===== config.mk =====
export PLATFORM = sky130hd
export DESIGN_NAME = regfile_mp_sb_flat
export DESIGN_NICKNAME = d
export VERILOG_FILES = /design/src/rtl/riscv_pkg.sv /design/src/rtl/regfile_mp_sb_if.sv /design/src/rtl/regfile_scoreboard.sv /design/src/rtl/regfile_mp_sb.sv /design/src/flat_wrapper.sv
export SDC_FILE = /design/constraint.sdc
export NUM_CORES = 2
export LEC_CHECK = 0
export CAP_MARGIN = 0
export CORE_MARGIN = 2
export CORE_UTILIZATION = 68
export CTS_CLUSTER_SIZE = 24
export DETAILED_ROUTE_END_ITERATION = 8
export PLACE_DENSITY = 0.92
export SYNTH_ARGS = -nofsm -noshare
export SYNTH_HDL_FRONTEND = slang
export SYNTH_SLANG_ARGS = --single-unit

===== constraint.sdc =====
create_clock -name clk -period 7.7 [get_ports clk]
set_input_delay 1.54 -clock clk [delete_from_list [all_inputs] [get_ports clk]]
set_output_delay 1.54 -clock clk [all_outputs]
set_load 0.03 [all_outputs]

===== src/rtl/riscv_pkg.sv =====
// Shared RV64I core constants and types used by the register file slice.
package riscv_pkg;

    // Native integer width of the core.
    localparam int XLEN = 64;

    // Architectural integer register count (x0..x31).
    localparam int NUM_ARCH_REGS = 32;

    // Architectural register index.
    typedef logic [4:0] reg_addr_t;

    // True when an address names a real (writable, trackable) register.
    function automatic logic is_real_reg(input logic [31:0] addr);
        return addr != 32'd0;
    endfunction

endpackage


===== src/rtl/regfile_mp_sb_if.sv =====
// Bundle of read, write, alloc and flush signals between issue/writeback and
// the multi-port register file. master = pipeline side, slave = register file.
//
// Handshake: there is no valid/ready pair here. Every request is a one-cycle
// strobe (wr_en, alloc_en, flush) qualified by its address/data in the same
// cycle; reads are combinational and always accepted.
interface regfile_mp_sb_if
    import riscv_pkg::*;
#(
    parameter int XLEN     = riscv_pkg::XLEN,
    parameter int NUM_REGS = NUM_ARCH_REGS,
    parameter int NUM_RD   = 2,
    parameter int NUM_WR   = 1
);
    localparam int AW = $clog2(NUM_REGS);

    logic [NUM_RD-1:0][AW-1:0]   rd_addr;
    logic [NUM_RD-1:0][XLEN-1:0] rd_data;
    logic [NUM_RD-1:0]           rd_busy;
    logic [NUM_WR-1:0]           wr_en;
    logic [NUM_WR-1:0][AW-1:0]   wr_addr;
    logic [NUM_WR-1:0][XLEN-1:0] wr_data;
    logic                        alloc_en;
    logic [AW-1:0]               alloc_addr;
    logic                        flush;
    logic                        any_busy;

    modport master (
        output rd_addr, wr_en, wr_addr, wr_data, alloc_en, alloc_addr, flush,
        input  rd_data, rd_busy, any_busy
    );

    modport slave (
        input  rd_addr, wr_en, wr_addr, wr_data, alloc_en, alloc_addr, flush,
        output rd_data, rd_busy, any_busy
    );

endinterface


===== src/rtl/regfile_scoreboard.sv =====
// Busy-bit scoreboard for in-flight destination registers.
// Priority per edge: flush clears everything, otherwise alloc beats a write
// clear to the same register (the write belongs to an older instruction).
// Bit 0 (x0) is never set.
module regfile_scoreboard
    import riscv_pkg::*;
#(
    parameter int NUM_REGS = NUM_ARCH_REGS,
    parameter int NUM_WR   = 1,
    localparam int AW      = $clog2(NUM_REGS)
) (
    input  logic                      clk,
    input  logic                      rst_n,
    input  logic [NUM_WR-1:0]         wr_en,
    input  logic [NUM_WR-1:0][AW-1:0] wr_addr,
    input  logic                      alloc_en,
    input  logic [AW-1:0]             alloc_addr,
    input  logic                      flush,
    output logic [NUM_REGS-1:0]       busy,
    output logic                      any_busy
);

    logic [NUM_REGS-1:0] busy_next;

    // Next busy vector: clear on writeback, then set on alloc, flush overrides.
    always_comb begin
        busy_next = busy;
        if (flush) begin
            busy_next = '0;
        end else begin
            for (int j = 0; j < NUM_WR; j++) begin
                if (wr_en[j] && wr_addr[j] != '0) begin
                    busy_next[wr_addr[j]] = 1'b0;
                end
            end
            if (alloc_en && alloc_addr != '0) begin
                busy_next[alloc_addr] = 1'b1;
            end
        end
        busy_next[0] = 1'b0;
    end

    // Busy-bit state register.
    always_ff @(posedge clk or negedge rst_n) begin
        if (!rst_n) begin
            busy <= '0;
        end else begin
            busy <= busy_next;
        end
    end

    assign any_busy = |busy[NUM_REGS-1:1];

endmodule


===== src/rtl/regfile_mp_sb.sv =====
// Multi-port integer register file with integrated busy-bit scoreboard.
// N combinational read ports, M synchronous write ports (highest index wins
// on address conflict), x0 hardwired to zero and never busy.
// Optional macro REGFILE_BYPASS_EN: same-cycle write data (and cleared busy
// bit) is forwarded to read ports; without it writes are visible next cycle.
module regfile_mp_sb
    import riscv_pkg::*;
#(
    parameter int XLEN     = riscv_pkg::XLEN,
    parameter int NUM_REGS = NUM_ARCH_REGS,
    parameter int NUM_RD   = 2,
    parameter int NUM_WR   = 1,
    localparam int AW      = $clog2(NUM_REGS)
) (
    input  logic                  clk,
    input  logic                  rst_n,
    regfile_mp_sb_if.slave        bus
);

    logic [XLEN-1:0]             regs [NUM_REGS];
    logic [NUM_REGS-1:0]         busy;
    logic [NUM_RD-1:0][XLEN-1:0] rd_data_c;
    logic [NUM_RD-1:0]           rd_busy_c;
    logic                        any_busy_c;

    regfile_scoreboard #(
        .NUM_REGS (NUM_REGS),
        .NUM_WR   (NUM_WR)
    ) u_scoreboard (
        .clk        (clk),
        .rst_n      (rst_n),
        .wr_en      (bus.wr_en),
        .wr_addr    (bus.wr_addr),
        .alloc_en   (bus.alloc_en),
        .alloc_addr (bus.alloc_addr),
        .flush      (bus.flush),
        .busy       (busy),
        .any_busy   (any_busy_c)
    );

    // Data array: later (higher-index) ports overwrite earlier ones on conflict.
    always_ff @(posedge clk or negedge rst_n) begin
        if (!rst_n) begin
            for (int r = 0; r < NUM_REGS; r++) begin
                regs[r] <= '0;
            end
        end else begin
            for (int j = 0; j < NUM_WR; j++) begin
                if (bus.wr_en[j] && bus.wr_addr[j] != '0) begin
                    regs[bus.wr_addr[j]] <= bus.wr_data[j];
                end
            end
        end
    end

    // Read muxes: stored state, optionally overridden by same-cycle writes.
    always_comb begin
        rd_data_c = '0;
        rd_busy_c = '0;
        for (int i = 0; i < NUM_RD; i++) begin
            if (bus.rd_addr[i] != '0) begin
                rd_data_c[i] = regs[bus.rd_addr[i]];
                rd_busy_c[i] = busy[bus.rd_addr[i]];
`ifdef REGFILE_BYPASS_EN
                // Ascending scan so the highest-index matching port wins.
                for (int j = 0; j < NUM_WR; j++) begin
                    if (bus.wr_en[j] && bus.wr_addr[j] == bus.rd_addr[i]) begin
                        rd_data_c[i] = bus.wr_data[j];
                        rd_busy_c[i] = bus.alloc_en && (bus.alloc_addr == bus.rd_addr[i]);
                    end
                end
`endif
            end
        end
    end

    assign bus.rd_data  = rd_data_c;
    assign bus.rd_busy  = rd_busy_c;
    assign bus.any_busy = any_busy_c;

endmodule


===== src/flat_wrapper.sv =====
// flat-port wrapper written by rule: the top's interface ports become plain ports
module regfile_mp_sb_flat import riscv_pkg::*;
#(
    parameter int XLEN     = riscv_pkg::XLEN,
    parameter int NUM_REGS = NUM_ARCH_REGS,
    parameter int NUM_RD   = 2,
    parameter int NUM_WR   = 1,
    localparam int AW      = $clog2(NUM_REGS)
)
  (clk, rst_n, bus_rd_addr, bus_wr_en, bus_wr_addr, bus_wr_data, bus_alloc_en, bus_alloc_addr, bus_flush, bus_rd_data, bus_rd_busy, bus_any_busy);
  regfile_mp_sb_if #(.XLEN(XLEN), .NUM_REGS(NUM_REGS), .NUM_RD(NUM_RD), .NUM_WR(NUM_WR)) bus_i ();
  input  logic clk;
  input  logic rst_n;
  input wire logic [$bits(bus_i.rd_addr)-1:0] bus_rd_addr;
  input wire logic [$bits(bus_i.wr_en)-1:0] bus_wr_en;
  input wire logic [$bits(bus_i.wr_addr)-1:0] bus_wr_addr;
  input wire logic [$bits(bus_i.wr_data)-1:0] bus_wr_data;
  input wire logic [$bits(bus_i.alloc_en)-1:0] bus_alloc_en;
  input wire logic [$bits(bus_i.alloc_addr)-1:0] bus_alloc_addr;
  input wire logic [$bits(bus_i.flush)-1:0] bus_flush;
  output wire logic [$bits(bus_i.rd_data)-1:0] bus_rd_data;
  output wire logic [$bits(bus_i.rd_busy)-1:0] bus_rd_busy;
  output wire logic [$bits(bus_i.any_busy)-1:0] bus_any_busy;
  assign bus_i.rd_addr = bus_rd_addr;
  assign bus_i.wr_en = bus_wr_en;
  assign bus_i.wr_addr = bus_wr_addr;
  assign bus_i.wr_data = bus_wr_data;
  assign bus_i.alloc_en = bus_alloc_en;
  assign bus_i.alloc_addr = bus_alloc_addr;
  assign bus_i.flush = bus_flush;
  assign bus_rd_data = bus_i.rd_data;
  assign bus_rd_busy = bus_i.rd_busy;
  assign bus_any_busy = bus_i.any_busy;
  regfile_mp_sb #(.XLEN(XLEN), .NUM_REGS(NUM_REGS), .NUM_RD(NUM_RD), .NUM_WR(NUM_WR)) u_core (.clk(clk), .rst_n(rst_n), .bus(bus_i));
endmodule

**After elaboration in Yosys (flattened, before gate mapping)**

Index checks and enable logic that the tools add are counted.

- Register bits: 2079
- Output and inout port bits: 131
- Logic and storage cells: 84

- Magnitude comparators: 10
- Multiplexer cells: 25
- Bitwise operators: 6
- Reductions and logical operators: 10

Operators by type and width:

| kind | number |
|---|---|
| $bwmux W2048 | 1 |
| $bmux W64 S5 | 2 |
| $mux W64 | 7 |
| $demux W64 S5 | 1 |
| $mux W32 | 4 |
| $and A32 B32 Y32 | 1 |
| $not A32 Y32 | 1 |
| $or A32 B32 Y32 | 1 |
| $reduce_or A31 Y1 | 1 |
| $lt A5 B6 Y1 const B | 4 |
| $reduce_bool A5 Y1 | 4 |
| $ge A6 B6 Y1 const B | 3 |
| $not A5 Y6 | 3 |
| $bmux W1 S5 | 2 |
| $demux W1 S5 | 2 |
| $ge A5 B1 Y1 const B | 2 |
| $lt A6 B1 Y1 const B | 1 |
| $mux W1 | 6 |
| $logic_and A1 B1 Y1 | 5 |

**Logic depth before layout (Yosys ltp)**

- Depth in word-level cells: 11
- Mapped depth: 10

**Hierarchy**

A second synthesis with hierarchy kept.

- Cells, all modules: 7139
- Area, all modules: 110080.6 sq um

By module, submodules not included:

| module | instances | cells an instance | area each (sq um) | sequential area each (sq um) |
|---|---|---|---|---|
| regfile_mp_sb | 1 | 6972 | 108491.6 | 51199.1 |
| regfile_scoreboard | 1 | 167 | 1589.0 | 775.7 |

**Worst setup path before layout**

OpenSTA, ideal clock, no wires.

- Kind: input to output
- Start: input bus_rd_addr[2]
- End: output bus_rd_data[47]
- Data arrival time: 4.192 ns
- Path slack: 1.968 ns
- Cell stages on the path: 7
- Buffers on the path: 3
- Path through: buf_4 -> buf_4 -> clkbuf_1 -> nand3_1 -> o221ai_1 -> a221oi_1 -> a2111oi_0

- Word-level cells in the longest chain between the ends: 5

Ends and longest elaborated chain:

| what | RTL line | source |
|---|---|---|
| from (decl) | flat_wrapper.sv:14 | `input wire logic [$bits(bus_i.rd_addr)-1:0] bus_rd_addr;` |
| $not A5 Y6 (implied by the code) | regfile_mp_sb.sv:62 | `rd_data_c[i] = regs[bus.rd_addr[i]];` |
| $bmux W64 S5 | regfile_mp_sb.sv:62 |  |
| $mux W64 (implied by the code) (2 in series) | regfile_mp_sb.sv:62 |  |
| $mux W64 (*) | regfile_mp_sb.sv:61 | `if (bus.rd_addr[i] != '0) begin` |
| to (decl) | flat_wrapper.sv:21 | `output wire logic [$bits(bus_i.rd_data)-1:0] bus_rd_data;` |

Every way passes the cells marked *; elsewhere a longest branch is shown, timed or not. The select of a mux whose other input is x is not followed.

**Worst setup path in the final report**

- Start: input bus_rd_addr[3]
- End: output bus_rd_data[29]

The elaborated chain is that of the path after synthesis.

==> results.py <==
metrics = {
    "status": {
        "outcome": "completed",
    },
    "global_routing": {
        "grtUsageTotal_pct": 41.5,
        "global_route.overflow_total": 0,
        "grt_start_max_net_pins": 193,
        "grt_pass1_wl_mm": 497,
        "grt_antenna_before_repair": 23,
        "grt_pass1_vias": 75617,
    },
    "floorplan": {
        "die_area_mm2": 0.165,
        "dieHeight_um": 406,
        "floorplan.io_pins": 220,
        "row_count": 147,
        "floorplan.initialDensity_pct": 68.5,
        "die_w_um": 406,
        "core_mm2": 0.160,
    },
    "clock_tree": {
        "postCtsSetupRepairBufs": 0,
        "resize_count_post_cts": 0,
        "numClockSinks": 2079,
        "root_buffer": "sky130_fd_sc_hd__clkbuf_16",
        "cts.path.max_buffers": 3,
        "clkSlewWorstSetupHoldPaths_ps": 60,
        "tritoncts_clock_tree": "done",
        "insertion_delay_ps": 890,
        "level_count_of_the_clock_h_tree": 4,
        "numCtsBuffers": 206,
        "cts.hold.buffers_added": 0,
    },
    "timing": {
        "worst_setup_slack_after_layout_ps": 984,
        "setup-violations-final": 0,
        "post-route-period-util_pct": 87.2,
        "timing.slew.headroom_pct": 11.8,
        "slew_violations": 0,
        "rsz0062_at_grt": "false",
        "timing_worst_slew_pin_value_ps": 1320,
        "finalHoldViolCount": 0,
        "setup_tns_ps": 0,
        "achievable-frequency_ghz": 0.149,
        "final.min_clock_period_ps": 6720,
        "finalClockSkew_ps": 0,
    },
    "yosys": {
        "syn-num-nets": 7091,
        "dominantRegCellSynth": "sky130_fd_sc_hd__dfrtp_1",
        "synthesis.area_mm2": 0.110,
        "synthesis.instances": 7002,
        "seq_area_frac_synth_pct": 47.4,
        "share_of_flip_flops_with_an_asynchronous_set_or_reset_after_synthesis_pct": 100,
        "yosys_warnings": 0,
        "post_synth_num_cell_types": 50,
        "synth-seq-cells": 2079,
        "syn-mean-instance-area_um2": 15.7,
        "synth_edf_count": 0,
    },
    "pwr": {
        "power.static_leakage_nw": 53.1,
        "peakVddDrop_uv": 300,
        "power_per_cell_area_mw_per_mm2": 267,
    },
    "worst_setup_path": {
        "crit_chain": "buf_6, buf_4, nand3_1, o221ai_1, a221oi_1, nor4_2, buf_4",
        "critical_path.most_common_cell": "sky130_fd_sc_hd__buf_4",
        "worst_path_dominant_cell_family": "buffers and inverters",
        "critical_path_buf_inv_count": 3,
        "cp.required_ps": 6160,
        "crit_type": "in2out",
        "worst_path_largest_cell_delay_ps": 1000,
        "critical_path.endpoint_type": "output port",
        "worstPathMaxFanout": 30,
        "critPathLaunchType": "input port",
        "timing.critical_path.slowest_stage_cell": "sky130_fd_sc_hd__nor4_2",
        "worstPathArrival_ps": 5180,
    },
    "route": {
        "number_of_nets_with_antenna_violations_after_routing": 0,
        "route.vias.total": 71756,
        "detailedRoute.firstIterationViolations": 10466,
        "drc_errors": 0,
        "drt-vias-per-instance": 7.86,
        "detail_route.wirelength_mm": 336,
        "dr.pass1.iters": 6,
        "avgRoutedWirePerCell_um": 36.8,
    },
    "place": {
        "half_perimeter_wire_length_of_the_detailed_placement_result_mm": 185,
        "post-place-ws_ps": 1130,
        "port-buffer-count": 219,
        "place_congestion": 0.879,
    },
    "hold_path": {
        "worst_hold_path_type": "reg2reg",
    },
    "flow_run": {
        "max_cap_viol_count": 0,
    },
    "cells_and_area": {
        "area_growth_pct": 9.52,
        "layout_commonest_cell": "sky130_fd_sc_hd__dfrtp_1",
        "most-common-layout-cells": "sky130_fd_sc_hd__dfrtp_1, sky130_fd_sc_hd__mux2_2, sky130_fd_sc_hd__mux4_2",
        "drive_above_1_share_pct": 52.1,
        "design.final.nets": 6887,
    },
}
[final timing paths]
| check | start | end | slack (ps) | cells after the start |
|---|---|---|---|---|
| max reg2reg | u_core.u_scoreboard.busy[8] | u_core.u_scoreboard.busy[8] | 6800 | 2 |
| max in group asynchronous | rst_n | u_core.regs[934] | 5090 | 3 |
| min reg2reg | u_core.regs[2033] | u_core.regs[2033] | 380 | 0 |
| min in group asynchronous | rst_n | u_core.regs[203] | 560 | 1 |
| max | bus_rd_addr[3] | bus_rd_data[29] | 980 | 7 |
| min | u_core.regs[2033] | u_core.regs[2033] | 380 | 0 |
[metrics by stage]
step	util [%]	hold WS (ps)	std cells	cell area, um2	power [mW]
after floorplan	-	425	7002	110000	19.4
after global placement	70.8	360	8750	114000	21.1
after detailed placement	70.8	363	8750	114000	21.7
after CTS	75.0	378	9115	120000	31.9
after global routing	75.0	386	9125	120000	33.0
final	75.0	378	9129	120000	32.1
[state kept, by name, summed over array words and instances, names as in the netlist]
register / count
u_core.regs: 2048
u_core.u_scoreboard.busy: 31
[power breakdown]
part | switching (mW) | total, mW | internal (mW)
logic | 3.02 | 7.22 | 4.19
clock network | 4.46 | 10.2 | 5.74
registers | 1.70 | 14.7 | 13.0
[synthesized netlist by cell type (2+ instances only)]
cell type,count,share of area (%)
sky130_fd_sc_hd__a2111oi_0,4,0.032
sky130_fd_sc_hd__a211oi_1,7,0.048
sky130_fd_sc_hd__a21o_1,100,0.68
sky130_fd_sc_hd__a21oi_1,5,0.023
sky130_fd_sc_hd__a221o_1,4,0.036
sky130_fd_sc_hd__a221oi_1,7,0.056
sky130_fd_sc_hd__a22o_1,3,0.024
sky130_fd_sc_hd__a22oi_1,32,0.22
sky130_fd_sc_hd__a311oi_1,2,0.016
sky130_fd_sc_hd__a31oi_1,2,0.011
sky130_fd_sc_hd__a32oi_1,2,0.016
sky130_fd_sc_hd__and2_1,4,0.023
sky130_fd_sc_hd__and3_1,5,0.028
sky130_fd_sc_hd__and3b_1,4,0.032
sky130_fd_sc_hd__and4_1,2,0.016
sky130_fd_sc_hd__buf_1,53,0.18
sky130_fd_sc_hd__buf_2,266,1.2
sky130_fd_sc_hd__buf_4,34,0.23
sky130_fd_sc_hd__buf_6,12,0.12
sky130_fd_sc_hd__clkbuf_1,465,1.6
sky130_fd_sc_hd__dfrtp_1,2079,47
sky130_fd_sc_hd__inv_1,3,0.010
sky130_fd_sc_hd__mux2_2,1959,20
sky130_fd_sc_hd__mux2i_1,313,2.9
sky130_fd_sc_hd__mux4_2,1102,23
sky130_fd_sc_hd__nand2_1,226,0.77
sky130_fd_sc_hd__nand2b_1,16,0.091
sky130_fd_sc_hd__nand3_1,12,0.055
sky130_fd_sc_hd__nand3b_1,2,0.014
sky130_fd_sc_hd__nor2_1,55,0.19
sky130_fd_sc_hd__nor2b_1,11,0.063
sky130_fd_sc_hd__nor3_1,17,0.077
sky130_fd_sc_hd__nor3b_1,3,0.021
sky130_fd_sc_hd__nor4_1,15,0.085
sky130_fd_sc_hd__o211ai_1,4,0.027
sky130_fd_sc_hd__o21ai_0,3,0.014
sky130_fd_sc_hd__o221ai_1,13,0.10
sky130_fd_sc_hd__o22a_1,8,0.064
sky130_fd_sc_hd__o22ai_1,135,0.77
sky130_fd_sc_hd__o31a_1,2,0.016
sky130_fd_sc_hd__o31ai_2,2,0.023
[cells by family (layout without fill, tap and decap cells)]
family,count (synthesis),in the layout,synth area share (%)
mux,3374,3374,45.6
flops,2079,2079,47.4
simple gates,378,378,1.51
buf+inv,834,787,3.35
other cells,0,14,0
compound gates,337,337,2.20
[cell type report]
cell class	count	area, um2
Timing Repair Buffer	418	4380
Clock buffer	304	5940
Inverter	4	20.0
Clock inverter	61	751
Multi-Input combinational cell	4089	54400
Sequential cell	2079	52000
Antenna cell	14	35.0
Fill cell	8702	40100
Tap cell	2160	2700
[per-layer routing]
metal / GRT usage (%) / vias up / part of all wire [%]
met1: 52.8 / 37767 / 33
met4: 29.9 / 20 / 8.4
li1: - / 26686 / -
met5: 0 / - / 0.034
met2: 61.8 / 5638 / 46
met3: 12.1 / 1645 / 12
(Power assumes the default switching activity.)
